--- config.mk ---
export PLATFORM = sky130hd
export DESIGN_NAME = branch_redirect_ctrl
export DESIGN_NICKNAME = d
export VERILOG_FILES = /design/src/rtl/branch_redirect_ctrl.sv
export SDC_FILE = /design/constraint.sdc
export NUM_CORES = 1
export LEC_CHECK = 0
export CORE_MARGIN = 2
export CORE_UTILIZATION = 37
export DETAILED_ROUTE_END_ITERATION = 12
export PLACE_DENSITY = 0.75
export SYNTH_ARGS = -nofsm -noshare
export SYNTH_HDL_FRONTEND = slang
export SYNTH_SLANG_ARGS = --single-unit
--- constraint.sdc ---
create_clock -name clk -period 1.45 [get_ports clk]
set_input_delay 0.29 -clock clk [delete_from_list [all_inputs] [get_ports clk]]
set_output_delay 0.29 -clock clk [all_outputs]
set_load 0.03 [all_outputs]
--- src/rtl/branch_redirect_ctrl.sv ---
// PC sequencer and branch-redirect controller (static predict-not-taken).
// Optional branch statistics counters are enabled with `define BRANCH_STATS_EN.
module branch_redirect_ctrl #(
  parameter int unsigned     PC_W     = 8,
  parameter logic [PC_W-1:0] RESET_PC = '0,
  parameter int unsigned     STAT_W   = 16
) (
  input  logic              clk,
  input  logic              rst,
  input  logic              stall,
  input  logic              br_valid,
  input  logic              br_taken,
  input  logic [PC_W-1:0]   br_target,
  output logic [PC_W-1:0]   pc,
  output logic              flush_ifid,
  output logic              flush_idex,
  output logic              redirect,
  output logic              in_redirect
`ifdef BRANCH_STATS_EN
  ,
  output logic [STAT_W-1:0] stat_branches,
  output logic [STAT_W-1:0] stat_taken
`endif
);

  typedef enum logic {S_RUN, S_REDIRECT} state_t;

  state_t          r_state;
  logic [PC_W-1:0] r_pc;
  logic            r_flush_ifid;
  logic            r_flush_idex;
  logic            r_redirect;
  logic            w_take;

  // br_taken is masked by br_valid so an undriven comparator cannot leak through
  assign w_take = br_valid & br_taken;

  always_ff @(posedge clk) begin
    if (rst) begin
      r_state      <= S_RUN;
      r_pc         <= RESET_PC;
      r_flush_ifid <= 1'b0;
      r_flush_idex <= 1'b0;
      r_redirect   <= 1'b0;
    end else begin
      case (r_state)
        S_RUN: begin
          if (w_take) begin
            // the branch is older than the stalled instruction, so it wins
            r_pc         <= br_target;
            r_flush_ifid <= 1'b1;
            r_flush_idex <= 1'b1;
            r_redirect   <= 1'b1;
            r_state      <= S_REDIRECT;
          end else begin
            if (!stall) r_pc <= r_pc + PC_W'(1);
            r_flush_ifid <= 1'b0;
            r_flush_idex <= 1'b0;
            r_redirect   <= 1'b0;
            r_state      <= S_RUN;
          end
        end
        default: begin
          // EX holds a flushed bubble here; any branch it shows is ignored
          if (!stall) r_pc <= r_pc + PC_W'(1);
          r_flush_ifid <= 1'b0;
          r_flush_idex <= 1'b0;
          r_redirect   <= 1'b0;
          r_state      <= S_RUN;
        end
      endcase
    end
  end

  assign pc          = r_pc;
  assign flush_ifid  = r_flush_ifid;
  assign flush_idex  = r_flush_idex;
  assign redirect    = r_redirect;
  assign in_redirect = (r_state == S_REDIRECT);

`ifdef BRANCH_STATS_EN
  logic [STAT_W-1:0] r_stat_branches;
  logic [STAT_W-1:0] r_stat_taken;
  logic              w_run;

  assign w_run = (r_state == S_RUN);

  always_ff @(posedge clk) begin
    if (rst) begin
      r_stat_branches <= '0;
      r_stat_taken    <= '0;
    end else begin
      if (w_run && br_valid && (r_stat_branches != '1))
        r_stat_branches <= r_stat_branches + STAT_W'(1);
      if (w_run && w_take && (r_stat_taken != '1))
        r_stat_taken <= r_stat_taken + STAT_W'(1);
    end
  end

  assign stat_branches = r_stat_branches;
  assign stat_taken    = r_stat_taken;
`endif

endmodule

Word-level counts from Yosys, hierarchy flattened:

Index checks and enable logic that the tools add are counted.

* reductions and logical operators: 1
* bitwise gates (word level): 1
* multiplexer cells: 4
* $add $sub $neg: 1

Operators with widths (number)
* 2-to-1 mux 8 bit: 3
* adder 8 x 1 -> 8 bit (second input constant): 1
* OR reduction 2 bit: 1
* AND 1 bit: 1
* 2-to-1 mux 1 bit: 1

* flip-flop bits (word level): 9
* word-level logic and storage cells: 9

Logic depth before layout (Yosys ltp):

* word-level depth: 4
* gate-level depth with buffers: 4

Worst setup path before layout:

No wires, ideal clock.

* path kind: register -> register
* start: register r_pc[0], in the netlist pc[0]
* end: register r_pc[6], in the netlist pc[6]
* stages on the path, launching flop included: 5
* data required time: 1377 ps
* library setup time: 73 ps
* arrival time: 1319 ps
* slack: 58 ps
* cell sequence: dfxtp_1 -> ha_1 -> nand2b_1 -> or3_1 -> o211ai_2

* cells in the longest elaborated chain, start to end: 4

RTL lines
* start, declared: line 29 `logic [PC_W-1:0] r_pc;`
* start signal, assigned: line 50 `r_pc <= br_target;`
* start signal, assigned: line 56 `if (!stall) r_pc <= r_pc + PC_W'(1);`
* start signal, assigned: line 65 `if (!stall) r_pc <= r_pc + PC_W'(1);`
* adder 8 x 1 -> 8 bit (*): line 56, 65
* 2-to-1 mux 8 bit (*): line 56, 65
* 2-to-1 mux 8 bit: line 48 `if (w_take) begin`
* 2-to-1 mux 8 bit (*): line 46 `case (r_state)`

Mark *: on every way between the ends. The rest lies on a longest branch, timed or not.
A chain may end at the register's enable or synchronous reset.

==> qor.txt <==
Status = finished, final reports clean
Worst R2R Path Depth = 5
CTS Sinks = 9
Largest net degree at the start of global routing = 10
Unrepaired setup endpoints after global routing = false
Maximum number of buffers from clock root to sink = 2
Period utilization = 96.26%
Post-Place Cells = 102
Die X = 40.32 um
VDD IR max = 523.9 uV
Post_cts resized = 12
Register area share after synthesis = 36.92%
DRT Pass-1 Iters = 5
Critical path type = reg -> out
Max-cap viol count = 0
Via Count = 521
Post-route setup slack = 0.05428 ns
Power Dens Cells = 793.9 nW/um^2
Layout cell share with drive strength beyond 1 = 19.78%
First-pass GRT wire length = 2.049 mm
Routed wire length = 1.315 mm
WL per Instance = 12.41 um
Top cell type's share of synthesized area = 36.92%
Initial antenna violation count = 0
Initial Util = 38.46%
Finished Core Util = 65.29%
CP max stage delay = 0.44 ns
Least-Margin Pin Slew = 0.3256 ns
Number of antenna diodes = 0
RR Endpoint = pc[6]
Avg Inst Size Synth = 9.036 um^2
Chip Height = 40.32 um
Final Cell Area = 828.3 um^2
Worst rel slew slack = 78.38%
Critical path buffers and inverters = 1
Fmax = 716.5 MHz
R2R setup slack = 0.18 ns
Synth warn = 0
Final Non-Filler Cells = 106
Clk pwr share = 30.2%
Clock Latency Late Sink = 0.27 ns
CTS tree = done
Syn nets = 68
Die footprint = 1625 um^2
Row count = 13
Critical Path AT = 1.11 ns
Mapped Area = 488.0 um^2
Ports = 25
Slew Viols, Final = 0
Critical R2R Launch = pc[1]
Congestion Overflow GR = 0
HP Class = reg -> reg
Switch share = 30.07%
Detail Route Antenna Nets = 0
Reg power frac = 41.5%
Area Growth Syn to Fin = 69.74%
DP HPWL = 993.9 um
Largest cells by area after synthesis = dfxtp_1 37%, xor2_1 7.2%, nand2_1 6.9%
Crit path max fanout = 6
Hold endpoint = pc[7]
Final min period = 1.396 ns
Dpl cell area = 817.0 um^2
Dominant cell type by area after synthesis = dfxtp_1
Post-CTS Setup Bufs = 0
Synth cell count leaders = 9 x dfxtp_1, 9 x nand2_1, 5 x o21ai_0, 4 x xor2_1
CTS Buf Count = 3
DR vias/cell = 4.915
Post-synth ARST share = 0%
Worst-path clk slew = 0.06 ns
Critical path data required time = 1.16 ns
Residual DRC count = 0
# H-tree levels = 1
Number of flops mapped to enable cells by yosys = 0
Clock skew = 0.006434 ns
Place WS = -0.03275 ns
Hold path depth = 2
Total track usage = 19.63%
Hold Vio Cnt, Final = 0
# setup viols final = 0
Post-CTS Hold Buffers = 0
Main synth FF type = dfxtp_1
Leakage power = 0.3928 nW
Fill cells = 112
Slowest CP cell = dlygate4sd2_1
Root Driver = clkbuf_4
1st-iter DRT viols = 17
Delay-heaviest family, CP = buffers and inverters
Final GP Congestion = 0.7253
Number of port buffers = 24
Core Area = 1269 um^2
Synthesized flop and latch total = 9
CP cell instances = dlygate4sd2_1
Int Pwr = 0.4599 mW
Nets = 106
Min-delay src = pc[7]
Psw = 0.1977 mW
Mapped Cells = 54
Endpoint type of the worst setup path = output pin
Netlist cell types = 20
Startpoint types = register
Vias in the first global route = 467
Comb power frac = 28.3%
cells by family (layout without fill, tap and decap cells):
logic type	Yosys count	after routing	share of synthesized area [%]
fa+ha+maj	1	1	2.564
buf+inv	5	42	6.408
compound gates	9	9	13.08
xor+xnor	4	4	7.179
flops	9	9	36.92
mux	1	1	2.051
simple gates	25	25	31.80
stage by stage:
stage                      TNS, ns  hold slack, ns  power, mW
after global routing             0          0.5748     0.6893
after floorplan                  0          0.3986     0.3665
after global placement    -0.02021          0.5109     0.4714
after CTS                        0          0.5388     0.6653
after detailed placement  -0.05289          0.5319     0.4774
final                            0          0.5342     0.6576
worst max path at each step:
stage,slack (ns),depth (start not counted),endpoint,start
2_1_floorplan,0.06,4,pc[6],pc[0]
3_3_place_gp,-0.02,4,pc[6],stall
3_5_place_dp,-0.03,4,pc[6],stall
4_1_cts,0.04,1,in_redirect,redirect
5_1_grt,0.009,1,in_redirect,redirect
6_report,0.05,1,in_redirect,redirect
metal layers:
layer / routed length (um) / share of wire [%] / track usage, %
met4: 20 / 1.5 / 15.00
met1: 587 / 45 / 24.41
met5: 0 / 0 / 0
met2: 627 / 48 / 31.05
met3: 79 / 6.0 / 1.667
power groups by stage:
| stage | Sequential [mW] | Combinational, mW | Clock, mW |
|---|---|---|---|
| 6_report | 0.273 | 0.186 | 0.199 |
| 5_1_grt | 0.275 | 0.201 | 0.213 |
| 4_1_cts | 0.273 | 0.186 | 0.206 |
| 3_5_place_dp | 0.279 | 0.199 | 0 |
| 3_3_place_gp | 0.277 | 0.194 | 0 |
| 2_1_floorplan | 0.319 | 0.0472 | 0 |
registers in the layout (all words and copies together) (netlist names):
name	cells
pc	8
redirect	1
placed cells by master (no fill, tap or decap):
| cell | Yosys | routed |
|---|---|---|
| o211ai_2 | 1 | 1 |
| clkdlybuf4s50_1 | 0 | 12 |
| clkbuf_4 | 0 | 3 |
| xor2_1 | 4 | 4 |
| nand4b_1 | 3 | 3 |
| inv_1 | 1 | 1 |
| dlygate4sd2_1 | 0 | 12 |
| o2111ai_1 | 3 | 3 |
| nand2b_1 | 1 | 1 |
| dfxtp_1 | 9 | 9 |
| nand3_1 | 3 | 3 |
| nand2_1 | 9 | 9 |
| clkbuf_1 | 0 | 1 |
| nor4bb_1 | 1 | 1 |
| ha_1 | 1 | 1 |
| o21ai_0 | 5 | 5 |
| nand4_2 | 1 | 1 |
| mux2i_1 | 1 | 1 |
| or3_1 | 1 | 1 |
| buf_4 | 3 | 13 |
| nand4bb_1 | 2 | 2 |
| nand3b_1 | 2 | 2 |
| nor2_1 | 2 | 2 |
layout make-up:
cell class	count	area, um^2	share of cell area, %
Timing Repair Buffer	37	322.8	38.97
Multi-Input combinational cell	40	276.5	33.38
Sequential cell	9	180.2	21.75
Clock buffer	4	26.28	3.172
Tap cell	15	18.77	2.266
Inverter	1	3.754	0.4532
Note: power is estimated with default switching activity, not from simulation.
